<file path="config.mk">
export PLATFORM = sky130hd
export DESIGN_NAME = ps2_keyboard_decoder
export DESIGN_NICKNAME = d
export VERILOG_FILES = /design/src/rtl/ps2_keyboard_decoder.sv
export SDC_FILE = /design/constraint.sdc
export NUM_CORES = 1
export LEC_CHECK = 0
export ABC_CLOCK_PERIOD_IN_PS = 3600
export BUFFER_PORTS_ARGS = -buffer_cell sky130_fd_sc_hd__buf_2
export CORE_MARGIN = 1
export CORE_UTILIZATION = 30
export DETAILED_ROUTE_END_ITERATION = 8
export GPL_TIMING_DRIVEN = 0
export MAX_ROUTING_LAYER = met4
export RECOVER_POWER = 50
export SYNTH_ARGS = -nofsm -noshare
export SYNTH_HDL_FRONTEND = slang
export SYNTH_SLANG_ARGS = --single-unit
</file>
<file path="constraint.sdc">
create_clock -name clk -period 3.6 [get_ports clk]
set_input_delay 0.18 -clock clk [delete_from_list [all_inputs] [get_ports clk]]
set_output_delay 0.18 -clock clk [all_outputs]
set_load 0.01 [all_outputs]
</file>
<file path="src/rtl/ps2_keyboard_decoder.sv">
`default_nettype none
// +--------------------------------------------------------------------------+
// | Module   : ps2_keyboard_decoder                                          |
// | Purpose  : Receives raw PS/2 keyboard frames, validates start, parity,   |
// |            stop and timeout, and decodes set-2 scancodes into one-cycle  |
// |            arrow/backspace pulses or an ASCII symbol code.               |
// | Ports    : clk, rst (async, active-high)   - clock and reset             |
// |            ps2_clk, ps2_data               - raw asynchronous PS/2 lines |
// |            keyboard_left/right/backspace   - one-cycle key pulses        |
// |            keyboard_symbol                 - ASCII for one cycle, else 0 |
// |            frame_error                     - one-cycle bad-frame pulse   |
// | Revision : 1.0 - initial release                                         |
// +--------------------------------------------------------------------------+
module ps2_keyboard_decoder #(
  parameter int SYMBOL_WIDTH   = 7,
  parameter int TIMEOUT_CYCLES = 100000
) (
  input  logic                    clk,
  input  logic                    rst,
  input  logic                    ps2_clk,
  input  logic                    ps2_data,
  output logic                    keyboard_left,
  output logic                    keyboard_right,
  output logic                    keyboard_backspace,
  output logic [SYMBOL_WIDTH-1:0] keyboard_symbol,
  output logic                    frame_error
);

  localparam int              c_TO_W   = $clog2(TIMEOUT_CYCLES + 1);
  localparam logic [c_TO_W-1:0] c_TO_MAX = c_TO_W'(TIMEOUT_CYCLES - 1);

  typedef enum logic [1:0] {
    S_IDLE   = 2'd0,
    S_DATA   = 2'd1,
    S_PARITY = 2'd2,
    S_STOP   = 2'd3
  } rx_state_t;

  // Synchronisers and edge history
  logic r_clk_s1, r_clk_s2, r_clk_prev;
  logic r_dat_s1, r_dat_s2;
  logic w_edge;

  // Receiver
  rx_state_t        r_state, w_state_nx;
  logic [2:0]       r_bit_cnt;
  logic [7:0]       r_shreg;
  logic             r_par;
  logic [c_TO_W-1:0] r_to_cnt;
  logic             w_byte_ok, w_byte_bad, w_timeout;
  logic             r_byte_valid;
  logic             r_frame_err;

  // Decoder
  logic                    r_ext, r_brk, r_shift_l, r_shift_r;
  logic                    w_shift;
  logic                    r_left, r_right, r_bs;
  logic [SYMBOL_WIDTH-1:0] r_sym;

  // ------------------------------------------------------------------------
  // Two-flop synchronisers; falling edge of the synced PS/2 clock
  // ------------------------------------------------------------------------
  always_ff @(posedge clk or posedge rst) begin
    if (rst) begin
      r_clk_s1   <= 1'b1;
      r_clk_s2   <= 1'b1;
      r_clk_prev <= 1'b1;
      r_dat_s1   <= 1'b1;
      r_dat_s2   <= 1'b1;
    end else begin
      r_clk_s1   <= ps2_clk;
      r_clk_s2   <= r_clk_s1;
      r_clk_prev <= r_clk_s2;
      r_dat_s1   <= ps2_data;
      r_dat_s2   <= r_dat_s1;
    end
  end

  assign w_edge = r_clk_prev & ~r_clk_s2;

  // ------------------------------------------------------------------------
  // Receiver FSM: state register
  // ------------------------------------------------------------------------
  always_ff @(posedge clk or posedge rst) begin
    if (rst) begin
      r_state <= S_IDLE;
    end else begin
      r_state <= w_state_nx;
    end
  end

  // Receiver FSM: next state and frame verdicts. A timeout only fires when
  // no edge arrives in the same cycle, since an edge restarts the count.
  always_comb begin
    w_state_nx = r_state;
    w_byte_ok  = 1'b0;
    w_byte_bad = 1'b0;
    w_timeout  = 1'b0;
    if ((r_state != S_IDLE) && !w_edge && (r_to_cnt == c_TO_MAX)) begin
      w_timeout  = 1'b1;
      w_state_nx = S_IDLE;
    end else if (w_edge) begin
      case (r_state)
        S_IDLE: begin
          if (!r_dat_s2) w_state_nx = S_DATA;
        end
        S_DATA: begin
          if (r_bit_cnt == 3'd7) w_state_nx = S_PARITY;
        end
        S_PARITY: begin
          w_state_nx = S_STOP;
        end
        S_STOP: begin
          w_state_nx = S_IDLE;
          // Odd parity: data plus parity bit must hold an odd count of ones
          if (r_dat_s2 && (^{r_shreg, r_par})) w_byte_ok  = 1'b1;
          else                                 w_byte_bad = 1'b1;
        end
        default: w_state_nx = S_IDLE;
      endcase
    end
  end

  // Receiver datapath, timeout counter and frame verdict registers
  always_ff @(posedge clk or posedge rst) begin
    if (rst) begin
      r_bit_cnt    <= 3'd0;
      r_shreg      <= 8'h00;
      r_par        <= 1'b0;
      r_to_cnt     <= '0;
      r_byte_valid <= 1'b0;
      r_frame_err  <= 1'b0;
    end else begin
      r_byte_valid <= w_byte_ok;
      r_frame_err  <= w_byte_bad | w_timeout;

      if ((r_state == S_IDLE) || w_edge || w_timeout) r_to_cnt <= '0;
      else                                            r_to_cnt <= r_to_cnt + 1'b1;

      if (w_edge) begin
        case (r_state)
          S_IDLE: r_bit_cnt <= 3'd0;
          S_DATA: begin
            r_shreg   <= {r_dat_s2, r_shreg[7:1]};  // LSB arrives first
            r_bit_cnt <= r_bit_cnt + 3'd1;
          end
          S_PARITY: r_par <= r_dat_s2;
          default: ;
        endcase
      end
    end
  end

  // ------------------------------------------------------------------------
  // Scancode to ASCII lookup; 0 means the code has no symbol
  // ------------------------------------------------------------------------
  function automatic logic [7:0] f_ascii(input logic [7:0] code, input logic shift);
    logic [7:0] a;
    a = 8'h00;
    case (code)
      8'h1C: a = 8'h61;  8'h32: a = 8'h62;  8'h21: a = 8'h63;  8'h23: a = 8'h64;
      8'h24: a = 8'h65;  8'h2B: a = 8'h66;  8'h34: a = 8'h67;  8'h33: a = 8'h68;
      8'h43: a = 8'h69;  8'h3B: a = 8'h6A;  8'h42: a = 8'h6B;  8'h4B: a = 8'h6C;
      8'h3A: a = 8'h6D;  8'h31: a = 8'h6E;  8'h44: a = 8'h6F;  8'h4D: a = 8'h70;
      8'h15: a = 8'h71;  8'h2D: a = 8'h72;  8'h1B: a = 8'h73;  8'h2C: a = 8'h74;
      8'h3C: a = 8'h75;  8'h2A: a = 8'h76;  8'h1D: a = 8'h77;  8'h22: a = 8'h78;
      8'h35: a = 8'h79;  8'h1A: a = 8'h7A;
      8'h45: a = shift ? 8'h29 : 8'h30;
      8'h16: a = shift ? 8'h00 : 8'h31;
      8'h1E: a = shift ? 8'h00 : 8'h32;
      8'h26: a = shift ? 8'h00 : 8'h33;
      8'h25: a = shift ? 8'h00 : 8'h34;
      8'h2E: a = shift ? 8'h00 : 8'h35;
      8'h36: a = shift ? 8'h5E : 8'h36;
      8'h3D: a = shift ? 8'h00 : 8'h37;
      8'h3E: a = shift ? 8'h2A : 8'h38;
      8'h46: a = shift ? 8'h28 : 8'h39;
      8'h55: a = shift ? 8'h2B : 8'h3D;
      8'h4E: a = 8'h2D;
      8'h4A: a = 8'h2F;
      8'h49: a = 8'h2E;
      8'h29: a = 8'h20;
      default: a = 8'h00;
    endcase
    return a;
  endfunction

  assign w_shift = r_shift_l | r_shift_r;

  // ------------------------------------------------------------------------
  // Decoder: prefix tracking, shift state and registered output pulses
  // ------------------------------------------------------------------------
  always_ff @(posedge clk or posedge rst) begin
    if (rst) begin
      r_ext     <= 1'b0;
      r_brk     <= 1'b0;
      r_shift_l <= 1'b0;
      r_shift_r <= 1'b0;
      r_left    <= 1'b0;
      r_right   <= 1'b0;
      r_bs      <= 1'b0;
      r_sym     <= '0;
    end else begin
      r_left  <= 1'b0;
      r_right <= 1'b0;
      r_bs    <= 1'b0;
      r_sym   <= '0;
      if (r_frame_err) begin
        // A lost byte may have been part of a prefixed sequence
        r_ext <= 1'b0;
        r_brk <= 1'b0;
      end else if (r_byte_valid) begin
        if (r_shreg == 8'hE0) begin
          r_ext <= 1'b1;
        end else if (r_shreg == 8'hF0) begin
          r_brk <= 1'b1;
        end else begin
          r_ext <= 1'b0;
          r_brk <= 1'b0;
          if (r_ext) begin
            if (!r_brk) begin
              if (r_shreg == 8'h6B)      r_left  <= 1'b1;
              else if (r_shreg == 8'h74) r_right <= 1'b1;
            end
          end else if (r_shreg == 8'h12) begin
            r_shift_l <= !r_brk;
          end else if (r_shreg == 8'h59) begin
            r_shift_r <= !r_brk;
          end else if (!r_brk) begin
            if (r_shreg == 8'h66) r_bs  <= 1'b1;
            else                  r_sym <= SYMBOL_WIDTH'(f_ascii(r_shreg, w_shift));
          end
        end
      end
    end
  end

  assign keyboard_left      = r_left;
  assign keyboard_right     = r_right;
  assign keyboard_backspace = r_bs;
  assign keyboard_symbol    = r_sym;
  assign frame_error        = r_frame_err;

endmodule
`default_nettype wire

</file>
### Word level (Yosys, flattened, before mapping)

Index checks and enable logic that the tools add are counted.

* register bits after elaboration: 52
* bits of input ports: 4
* logic and storage cells: 178
* output and inout port bits: 11

* $add $sub $neg: 2
* eq/ne operators: 57
* bitwise gates (word level): 9
* reductions and logical operators: 21
* mux-type cells: 69

Operators with widths (count)
* $pmux 7 s41: 1
* $eq 8x6->1 const B: 23
* $eq 8x7->1 const B: 15
* $mux 7: 10
* $eq 8x5->1 const B: 8
* $mux 1: 41
* $mux 6: 6
* $mux 5: 4
* $add 17x1->17 const B: 1
* $eq 17x17->1 const B: 1
* $mux 17: 1
* $eq 8x8->1 const B: 2
* $reduce_and 2->1: 5
* $ne 3x3->1 const B: 3
* $reduce_xor 9->1: 1
* $mux 2: 4
* $pmux 2 s4: 1
* $reduce_bool 2->1: 4
* $reduce_and 7->1: 1
* $not 1->1: 6
* $pmux 3 s2: 1
* $reduce_and 6->1: 1
* $eq 2x2->1 const B: 2
* $add 3x1->3 const B: 1
* other kinds (10): 15

### Logic depth before layout (Yosys ltp)

Gate-level depths: netlist (run 1).

* word-level depth: 12
* depth in mapped cells: 9
* mapped depth without buffers: 7

### Worst setup path after synthesis (run 1)

Ideal clock, no wire load.

* kind: register to register
* start point: register r_shreg[7]
* end point: register r_sym[1] (netlist: keyboard_symbol[1])
* library setup time: 0.088 ns
* path slack: 1.616 ns
* data required time: 3.512 ns
* data arrival time: 1.896 ns
* stages on the path, launching flop included: 9
* path through: dfrtp_1 -> buf_6 -> or4b_4 -> buf_6 -> a2111oi_4 -> a31oi_2 -> nand4_4 -> o311ai_4 -> a41oi_1

* cells in the longest elaborated chain, start to end: 11

RTL lines
* start: declaration: line 47 `logic [7:0] r_shreg;`
* start signal: assignment: line 144 `r_shreg <= {r_dat_s2, r_shreg[7:1]};`
* $eq 8x6->1 (tied with other cells): line 160 `case (code)`
* $pmux 7 s41: line 160
* $mux 7: line 230 `if (r_shreg == 8'h66) r_bs <= 1'b1;`
* $mux 7: line 229 `end else if (!r_brk) begin`
* $mux 7: line 227 `end else if (r_shreg == 8'h59) begin`
* $mux 7: line 225 `end else if (r_shreg == 8'h12) begin`
* $mux 7: line 220 `if (r_ext) begin`
* $mux 7: line 215 `end else if (r_shreg == 8'hF0) begin`
* $mux 7 (*): line 213 `if (r_shreg == 8'hE0) begin`
* $mux 7 (*): line 212 `end else if (r_byte_valid) begin`
* $mux 7 (*): line 208 `if (r_frame_err) begin`
* end signal: assignment: line 231 `else r_sym <= SYMBOL_WIDTH'(f_ascii(r_shreg, w_shift));`
* end: declaration: line 58 `logic [SYMBOL_WIDTH-1:0] r_sym;`

Mark *: on every way between the ends. The rest lies on a longest branch, timed or not.
A chain may end at the register's enable or synchronous reset.

### Final worst setup path (run 1)

* start point: register r_shreg[4]
* end point: register r_sym[1] (netlist: keyboard_symbol[1])

Same word-level chain as after synthesis.

==> impl_metrics.prom, run 1 <==
# TYPE chip_impl_metric gauge
chip_impl_metric{name="syn_nets",unit=""} 381
chip_impl_metric{name="timing.final.crit_share",unit="%"} 71.4
chip_impl_metric{name="dr.first_iter.drc_count",unit=""} 191
chip_impl_metric{name="stdcell_count",unit=""} 536
chip_impl_metric{name="detailed_route_vias_per_instance",unit=""} 5.33
chip_impl_metric{name="dr_total_vias",unit=""} 2857
chip_impl_info{name="endpoint_kind",value="flop"} 1
chip_impl_metric{name="grt_max_degree",unit=""} 43
chip_impl_metric{name="cts_repair_resize_count",unit=""} 0
chip_impl_metric{name="dp_hpwl",unit="um"} 6100
chip_impl_info{name="cp_slowest_cell",value="nor4b_1"} 1
chip_impl_metric{name="pwr_density_cell",unit="nW/um^2"} 627
chip_impl_metric{name="crit_fanout",unit=""} 10
chip_impl_metric{name="placement.io_buffers",unit=""} 14
chip_impl_metric{name="worst_hold_path.num_cells",unit=""} 0
chip_impl_metric{name="number_of_synthesized_register_bits",unit=""} 52
chip_impl_metric{name="period_minus_slack",unit="ps"} 2570
chip_impl_metric{name="initial_core_util",unit="%"} 30.8
chip_impl_info{name="hold_removal_path_class",value="reg -> reg"} 1
chip_impl_metric{name="power.leakage",unit="nW"} 1.48
chip_impl_metric{name="seq_pwr_share",unit="%"} 33.3
chip_impl_metric{name="core_region_area",unit="sq um"} 10900
chip_impl_info{name="regToRegEndpoint",value="keyboard_symbol[1]"} 1
chip_impl_metric{name="mean_instance_size_in_the_synthesized_netlist",unit="sq um"} 9.07
chip_impl_metric{name="timing.critical_path.depth",unit=""} 6
chip_impl_metric{name="fp-row-count",unit=""} 38
chip_impl_metric{name="r2r_slack",unit="ps"} 1030
chip_impl_metric{name="final.setup_skew",unit="ps"} 9.05
chip_impl_metric{name="relSlewSlack",unit="%"} 25.2
chip_impl_metric{name="hold_violations",unit=""} 0
chip_impl_metric{name="critical_path_required",unit="ps"} 3820
chip_impl_metric{name="switching_share",unit="%"} 44.7
chip_impl_metric{name="die_h",unit="um"} 108
chip_impl_metric{name="share_comb_of_total_power",unit="%"} 52.0
chip_impl_metric{name="finalSetupViolCount",unit=""} 0
chip_impl_metric{name="layout-drive-gt1-share",unit="%"} 14.4
chip_impl_info{name="worst_hold_end",value="r_clk_s2"} 1
chip_impl_metric{name="grt_first_pass_wirelength",unit="um"} 13900
chip_impl_info{name="rsz0062_at_grt",value="false"} 1
chip_impl_metric{name="total_switching_power",unit="W"} 0.00105
chip_impl_metric{name="io-pin-count",unit=""} 15
chip_impl_metric{name="routed_wirelength",unit="um"} 8230
chip_impl_metric{name="internal_power",unit="W"} 0.00130
chip_impl_metric{name="path_buf_inv",unit=""} 1
chip_impl_metric{name="maxClockFrequency",unit="GHz"} 0.389
chip_impl_metric{name="cts_max_path_buffers",unit=""} 2
chip_impl_info{name="start_point_of_the_worst_min_delay_path",value="r_clk_s1"} 1
chip_impl_metric{name="dieWidth",unit="um"} 108
chip_impl_metric{name="critical_path.max_stage_delay",unit="ps"} 940
chip_impl_metric{name="clock_power_share",unit="%"} 14.6
chip_impl_info{name="cp_top_family",value="simple AND/OR/NAND/NOR gates"} 1
chip_impl_metric{name="clk_pin_slew",unit="ps"} 100
chip_impl_metric{name="max-vdd-ir-drop",unit="mV"} 0.293
chip_impl_metric{name="grt_antenna_before_repair",unit=""} 0
chip_impl_metric{name="numPlacedInstances",unit=""} 525
chip_impl_metric{name="synth_sequential_area_ratio",unit="%"} 39.0
chip_impl_metric{name="final_net_count",unit=""} 406
chip_impl_metric{name="synth.distinct_cells",unit=""} 62
chip_impl_metric{name="drc",unit=""} 0
chip_impl_metric{name="insertion_delay",unit="ps"} 310
chip_impl_metric{name="cts_num_sinks",unit=""} 52
chip_impl_info{name="category_of_the_critical_setup_timing_path",value="reg -> reg"} 1
chip_impl_metric{name="max-cap-violations",unit=""} 0
chip_impl_metric{name="area_growth",unit="%"} 11.5
chip_impl_metric{name="design_area",unit="sq um"} 3740
chip_impl_metric{name="slew_violations",unit=""} 0
chip_impl_metric{name="synth-async-reset-ratio",unit="%"} 100
chip_impl_metric{name="antenna_cells_inserted",unit=""} 0
chip_impl_metric{name="total_global_route_track_usage",unit="%"} 15.4
chip_impl_metric{name="synth.cell_area",unit="sq um"} 3350
chip_impl_info{name="worstPathCellList",value="clkbuf_1 -> nor4b_1 -> o21ai_0 -> o31ai_1 -> a21oi_1 -> a41oi_1"} 1
chip_impl_info{name="reg2reg_from",value="r_shreg[4]"} 1
chip_impl_metric{name="tightestPinTransition",unit="ps"} 1110
chip_impl_metric{name="tns",unit="ps"} 0
chip_impl_metric{name="globalplace.congestion",unit=""} 0.907
chip_impl_info{name="ctsRootBufferMaster",value="clkbuf_8"} 1
chip_impl_info{name="cp-start-kind",value="flop"} 1
chip_impl_info{name="run_status",value="finished, final reports clean"} 1
chip_impl_metric{name="r2r_cells",unit=""} 6
chip_impl_metric{name="htree_num_levels",unit=""} 2
chip_impl_metric{name="synthCells",unit=""} 370
chip_impl_metric{name="synth.yosys.warnings",unit=""} 0
chip_impl_metric{name="fp.dieArea",unit="sq um"} 11600
chip_impl_info{name="tritoncts",value="done"} 1
chip_impl_metric{name="placed_area",unit="sq um"} 3620
chip_impl_metric{name="synth-edff-count",unit=""} 0
chip_impl_info{name="synth-main-ff-cell",value="dfrtp_1"} 1
chip_impl_metric{name="drt_first_pass_iters",unit=""} 4
chip_impl_metric{name="overflow",unit=""} 0
chip_impl_metric{name="first_global_vias",unit=""} 2726
chip_impl_metric{name="routedWlPerCell",unit="um"} 15.3
chip_impl_metric{name="timing.critical_path.arrival",unit="ps"} 2790
chip_impl_metric{name="cts-buffers-inserted",unit=""} 5
chip_impl_metric{name="drt.antenna.violating_nets",unit=""} 0
cells in the mapped netlist, types with 2 or more instances:
library cell / instances / area share [%]
nand2_1: 30 / 3.4
xor2_1: 9 / 2.4
buf_1: 2 / 0.22
nand4_1: 2 / 0.37
clkbuf_1: 13 / 1.5
dfrtp_1: 47 / 35
or4b_1: 3 / 0.90
nor4_1: 5 / 0.93
a211oi_1: 2 / 0.45
and3_1: 2 / 0.37
a32o_1: 3 / 0.90
mux2i_1: 2 / 0.60
a41oi_1: 2 / 0.52
nand3_1: 10 / 1.5
nand4b_1: 3 / 0.78
nor4bb_1: 2 / 0.60
or3_1: 5 / 0.93
nor2_1: 39 / 4.4
a31oi_1: 10 / 1.9
a2111oi_0: 2 / 0.52
a21oi_1: 15 / 2.2
and2_1: 2 / 0.37
o31ai_1: 4 / 0.90
ha_1: 7 / 2.6
o21ai_1: 3 / 0.45
nor2b_1: 11 / 2.1
o21ai_0: 17 / 2.5
dfstp_2: 5 / 3.9
o22ai_1: 3 / 0.56
nor3b_1: 4 / 0.90
nand2b_1: 12 / 2.2
nor3_1: 13 / 1.9
inv_1: 12 / 1.3
or4_1: 3 / 0.67
a22oi_1: 2 / 0.45
mux2_2: 9 / 3.0
nand3b_1: 3 / 0.67
xnor2_1: 13 / 3.4
and4_1: 2 / 0.52
buf_2: 10 / 1.5
and4b_1: 2 / 0.60
nand4bb_1: 4 / 1.3
buf_6: 2 / 0.67
what timing repair did:
item / CTS / global route
hold endpoints to repair: 12 / 0
hold buffers: 3 / 0
buffers inserted: 0 / 0
cell type report:
type / count / area [sq um]
sequential: 52 / 1310
timing repair buffer: 18 / 120
tap: 140 / 175
clock buffer: 5 / 68.8
inverter: 12 / 45.0
buffer: 27 / 129
fill: 1120 / 7150
multi-input combinational: 279 / 1870
clock inverter: 3 / 22.5
worst register-to-register path, delay by kind of cell (launching register included):
kind / cells / cell delay (ps)
simple gates: 1 / 940
flops: 1 / 420
compound gates: 4 / 760
buf+inv: 1 / 360
cell usage in the layout, fill, tap and decap left out, types with 7 or more instances in the layout:
cell type,n
xnor2_1,13
inv_1,12
clkbuf_1,13
ha_1,7
nand3_1,10
o21ai_0,17
nand2_1,30
buf_2,24
nand2b_1,12
xor2_1,9
nor2b_1,11
nor2_1,39
a31oi_1,10
nor3_1,13
mux2_2,9
a21oi_1,15
dfrtp_1,47
metrics by stage:
stage / utilization [%] / hold slack [ps] / power [W] / setup WS (ps)
floorplan: - / 184 / 0.00170 / 1620
global placement: 33.1 / 286 / 0.00199 / 1170
detailed placement: 33.2 / 127 / 0.00199 / 1140
CTS: 34.4 / 328 / 0.00235 / 1100
global route: 34.4 / 370 / 0.00250 / 842
finish: 34.4 / 361 / 0.00235 / 1030
worst max path at each step:
stage | start | slack, ps | to
finish | r_shreg[4] | 1030 | keyboard_symbol[1]
global route | r_shreg[1] | 840 | keyboard_symbol[1]
CTS | r_shreg[4] | 1100 | keyboard_symbol[1]
detailed placement | r_shreg[4] | 1140 | keyboard_symbol[1]
global placement | r_shreg[4] | 1170 | keyboard_symbol[1]
floorplan | r_shreg[7] | 1620 | keyboard_symbol[1]
per-layer routing:
metal	vias to the layer above	part of all wire, %	global-route usage [%]	wire length [um]
met2	116	47	24.8	3850
met3	17	6.4	2.00	526
met5	-	0	-	0
met4	0	1.5	4.31	127
met1	1348	45	20.4	3720
li1	1376	-	-	-
cell families (layout without fill, tap and decap cells):
group	Yosys count	after routing	synth area share (%)
compound gates	76	76	16.1
xor+xnor	23	23	6.42
fa+ha+maj	7	7	2.61
buf+inv	39	65	5.18
flops	52	52	39.0
mux	11	11	3.62
simple gates	162	162	27.1
flip-flops by register name, summed over array words and instances, names as in the netlist, 2 cells and up:
register	count
r_shreg	8
keyboard_symbol	7
r_state	2
r_to_cnt	17
r_bit_cnt	3
power groups by stage:
stage                     Combinational [W]  Clock [W]  Sequential [W]
after floorplan                    0.000935          0        0.000765
after global placement              0.00120          0        0.000785
after detailed placement            0.00120          0        0.000791
after CTS                           0.00121   0.000359        0.000779
after global routing                0.00132   0.000381        0.000800
final                               0.00122   0.000344        0.000782
No activity file was read; power rests on OpenSTA's default activity.
==> run 2, diff against run 1 <==
ABC_AREA = 1   (was default)
ABC_CLOCK_PERIOD_IN_PS = 2600   (was 3600)
clock period = 2.6 ns   (was 3.6 ns; I/O delays follow)
==> impl_metrics.prom, run 2 <==
# TYPE chip_impl_metric gauge
chip_impl_metric{name="switching_share",unit="%"} 40.7
chip_impl_info{name="final_cell_mix",value="146 x nand2_1, 71 x nor2_1, 47 x dfrtp_1"} 1
chip_impl_metric{name="synthCells",unit=""} 478
chip_impl_metric{name="maxClockFrequency",unit="GHz"} 0.520
chip_impl_metric{name="clk_pin_slew",unit="ps"} 100
chip_impl_metric{name="overflow",unit=""} 0
chip_impl_metric{name="drt.antenna.violating_nets",unit=""} 0
chip_impl_metric{name="seq_pwr_share",unit="%"} 42.2
chip_impl_metric{name="hold_violations",unit=""} 0
chip_impl_metric{name="max-vdd-ir-drop",unit="mV"} 0.289
chip_impl_metric{name="globalplace.congestion",unit=""} 0.905
chip_impl_metric{name="total_global_route_track_usage",unit="%"} 14.8
chip_impl_metric{name="synth.distinct_cells",unit=""} 32
chip_impl_metric{name="tns",unit="ps"} 0
chip_impl_metric{name="io-pin-count",unit=""} 15
chip_impl_metric{name="power.leakage",unit="nW"} 1.90
chip_impl_metric{name="grt_max_degree",unit=""} 45
chip_impl_info{name="synth_common_cells",value="146 x nand2_1, 71 x nor2_1, 47 x dfrtp_1"} 1
chip_impl_metric{name="fp.dieArea",unit="sq um"} 11500
chip_impl_info{name="synth_area_leader_cell",value="dfrtp_1"} 1
chip_impl_metric{name="dr.first_iter.drc_count",unit=""} 131
chip_impl_metric{name="antenna_cells_inserted",unit=""} 0
chip_impl_metric{name="synth-edff-count",unit=""} 0
chip_impl_metric{name="r2r_slack",unit="ps"} 680
chip_impl_metric{name="clock_power_share",unit="%"} 19.5
chip_impl_info{name="rsz0062_at_grt",value="false"} 1
chip_impl_metric{name="fp-row-count",unit=""} 38
chip_impl_metric{name="htree_num_levels",unit=""} 2
chip_impl_metric{name="area_growth",unit="%"} 11.2
chip_impl_metric{name="drt_first_pass_iters",unit=""} 5
chip_impl_info{name="run_status",value="finished, final reports clean"} 1
chip_impl_info{name="cp-start-kind",value="flop"} 1
chip_impl_info{name="worstSetupEndpoint",value="keyboard_symbol[6]"} 1
chip_impl_info{name="tritoncts",value="done"} 1
chip_impl_info{name="mostFrequentLayoutCell",value="nand2_1"} 1
chip_impl_info{name="ctsRootBufferMaster",value="clkbuf_8"} 1
chip_impl_metric{name="placement.io_buffers",unit=""} 14
chip_impl_metric{name="detailed_route_vias_per_instance",unit=""} 4.72
chip_impl_info{name="startpoint",value="r_shreg[2]"} 1
chip_impl_info{name="regToRegEndpoint",value="keyboard_symbol[6]"} 1
chip_impl_info{name="endpoint_kind",value="flop"} 1
chip_impl_metric{name="synth_sequential_area_ratio",unit="%"} 39.2
chip_impl_metric{name="flip_flop_count_of_the_largest_register_all_copies_and_words_added",unit=""} 17
chip_impl_metric{name="pwr_density_cell",unit="nW/um^2"} 649
chip_impl_metric{name="dieWidth",unit="um"} 107
chip_impl_metric{name="core_region_area",unit="sq um"} 10800
chip_impl_metric{name="pre_cts_slack",unit="ps"} 692
chip_impl_metric{name="share_comb_of_total_power",unit="%"} 38.3
chip_impl_metric{name="max-cap-violations",unit=""} 0
chip_impl_metric{name="first_global_vias",unit=""} 2917
chip_impl_metric{name="die_h",unit="um"} 107
chip_impl_metric{name="cts_repair_resize_count",unit=""} 0
chip_impl_metric{name="grt_antenna_before_repair",unit=""} 0
chip_impl_info{name="hold_removal_path_class",value="in -> async"} 1
chip_impl_metric{name="crit_fanout",unit=""} 7
chip_impl_metric{name="timing.critical_path.arrival",unit="ps"} 2110
chip_impl_metric{name="critical_path_required",unit="ps"} 2790
chip_impl_metric{name="timing.final.crit_share",unit="%"} 73.9
chip_impl_metric{name="number_of_synthesized_register_bits",unit=""} 52
chip_impl_metric{name="dp_hpwl",unit="um"} 6050
chip_impl_metric{name="mean_instance_size_in_the_synthesized_netlist",unit="sq um"} 6.98
chip_impl_info{name="registers.top_by_ff_count",value="r_to_cnt"} 1
chip_impl_metric{name="postCtsSetupRepairBufs",unit=""} 0
chip_impl_info{name="category_of_the_critical_setup_timing_path",value="reg -> reg"} 1
chip_impl_metric{name="r2r_cells",unit=""} 11
chip_impl_metric{name="total_switching_power",unit="W"} 0.000980
chip_impl_metric{name="dr_total_vias",unit=""} 3037
chip_impl_metric{name="slew_violations",unit=""} 0
chip_impl_metric{name="synth.yosys.warnings",unit=""} 0
chip_impl_info{name="reg2reg_from",value="r_shreg[2]"} 1
chip_impl_metric{name="synth-async-reset-ratio",unit="%"} 100
chip_impl_metric{name="cts_num_sinks",unit=""} 52
chip_impl_metric{name="finalSetupViolCount",unit=""} 0
chip_impl_metric{name="cts-buffers-inserted",unit=""} 5
chip_impl_metric{name="drc",unit=""} 0
chip_impl_metric{name="post-synth-top-area-fraction",unit="%"} 35.2
chip_impl_metric{name="grt_first_pass_wirelength",unit="um"} 13400
chip_impl_metric{name="synth.cell_area",unit="sq um"} 3340
chip_impl_metric{name="period_minus_slack",unit="ps"} 1920
chip_impl_metric{name="layout-drive-gt1-share",unit="%"} 14.1
chip_impl_metric{name="routedWlPerCell",unit="um"} 11.8
chip_impl_metric{name="relSlewSlack",unit="%"} 31.1
chip_impl_metric{name="design_power_total",unit="W"} 0.00241
chip_impl_metric{name="cts_max_path_buffers",unit=""} 2
chip_impl_metric{name="syn_nets",unit=""} 489
chip_impl_info{name="yosys.cell_count.top_type",value="nand2_1"} 1
chip_impl_metric{name="setup_slack",unit="ps"} 678
chip_impl_info{name="netlist_top_cells_area",value="dfrtp_1 35%, nand2_1 16%, nor2_1 8.0%, inv_1 4.8%, o21ai_0 4.2%"} 1
chip_impl_metric{name="insertion_delay",unit="ps"} 310
chip_impl_metric{name="routed_wirelength",unit="um"} 7570
chip_impl_info{name="synth-main-ff-cell",value="dfrtp_1"} 1
chip_impl_metric{name="final.setup_skew",unit="ps"} 17.4
chip_impl_metric{name="initial_core_util",unit="%"} 30.8
chip_impl_metric{name="tightestPinTransition",unit="ps"} 1030
chip_impl_metric{name="final_net_count",unit=""} 514
chip_impl_metric{name="internal_power",unit="W"} 0.00143
-- run 2: cell types whose count changed after synthesis, moves of 7 or more --
| cell | previous run | this run |
|---|---|---|
| nand2b_1 | 12 | 0 |
| nor2_2 | 1 | 17 |
| a31oi_1 | 10 | 1 |
| inv_1 | 12 | 43 |
| buf_2 | 10 | 3 |
| nor2_1 | 39 | 71 |
| clkbuf_1 | 13 | 1 |
| nand2_1 | 30 | 146 |
| xnor2_1 | 13 | 5 |
| nand3_1 | 10 | 25 |
| o21ai_0 | 17 | 28 |
| mux2_2 | 9 | 0 |
| nor2b_1 | 11 | 0 |
-- run 2: how the worst min path moves through the flow --
| stage | end | slack [ps] | cells after the start |
|---|---|---|---|
| 6_report | r_to_cnt[1] | 320 | 3 |
| 5_1_grt | r_to_cnt[1] | 350 | 3 |
| 4_1_cts | r_to_cnt[1] | 270 | 3 |
| 3_5_place_dp | r_to_cnt[7] | 60 | 2 |
| 3_3_place_gp | r_clk_s1 | 240 | 1 |
| 2_1_floorplan | r_clk_s1 | 130 | 0 |
-- run 2: critical path, cell delays in order, from the launching register on --
cell     delay (ps)
dfrtp_1         370
buf_4           150
inv_1           140
nor2_1           80
nand2_1         200
nand2_1         110
nand2_1          80
nand3_1         110
nor2_2          230
nand2_1          80
nor3_1          200
nor2_2           60
-- run 2: cells by family after synthesis --
logic type,count (synthesis),share of synthesized area (%)
AND/OR/NAND/NOR,314,42.7
buffers and inverters,54,6.52
flip-flops,52,39.2
AO/OA/AOI/OAI,40,6.11
XOR/XNOR,11,2.89
adder cells (fa/ha/maj),7,2.62
-- run 2: cell type report --
cell class | count | area, sq um
plain buffers | 6 | 37.5
well taps | 140 | 175
inverters | 48 | 180
multi-input cells | 372 | 1810
fillers | 1191 | 7130
repair buffers | 18 | 105
clock inverters | 2 | 10.0
clock buffers | 6 | 82.6
flip-flops and latches | 52 | 1310
-- run 2: per-layer routing --
| layer | vias to the layer above | share of wire [%] | track usage, % |
|---|---|---|---|
| met2 | 69 | 45 | 23.1 |
| met4 | 0 | 2.2 | 4.99 |
| li1 | 1563 | - | - |
| met1 | 1390 | 50 | 19.6 |
| met3 | 15 | 3.4 | 2.42 |
| met5 | - | 0 | - |
-- run 2: power groups by stage --
stage	registers [W]	clock network, W	logic (W)
floorplan	0.00101	0	0.000738
global placement	0.00103	0	0.000896
detailed placement	0.00103	0	0.000922
CTS	0.00102	0.000490	0.000931
global route	0.00103	0.000521	0.00106
finish	0.00102	0.000470	0.000923
-- run 2: what timing repair did --
| action | CTS | global route |
|---|---|---|
| hold endpoints to repair | 10 | 0 |
| hold buffers | 3 | 0 |
| endpoints found under the setup margin | 0 | 0 |
-- run 2: through the flow --
step                hold WS, ps  instances  cell area, sq um  util, %
floorplan                   134        478              3340        -
global placement            238        632              3580     33.0
detailed placement         62.6        633              3600     33.2
CTS                         274        644              3720     34.4
global route                348        644              3710     34.2
finish                      316        644              3710     34.2
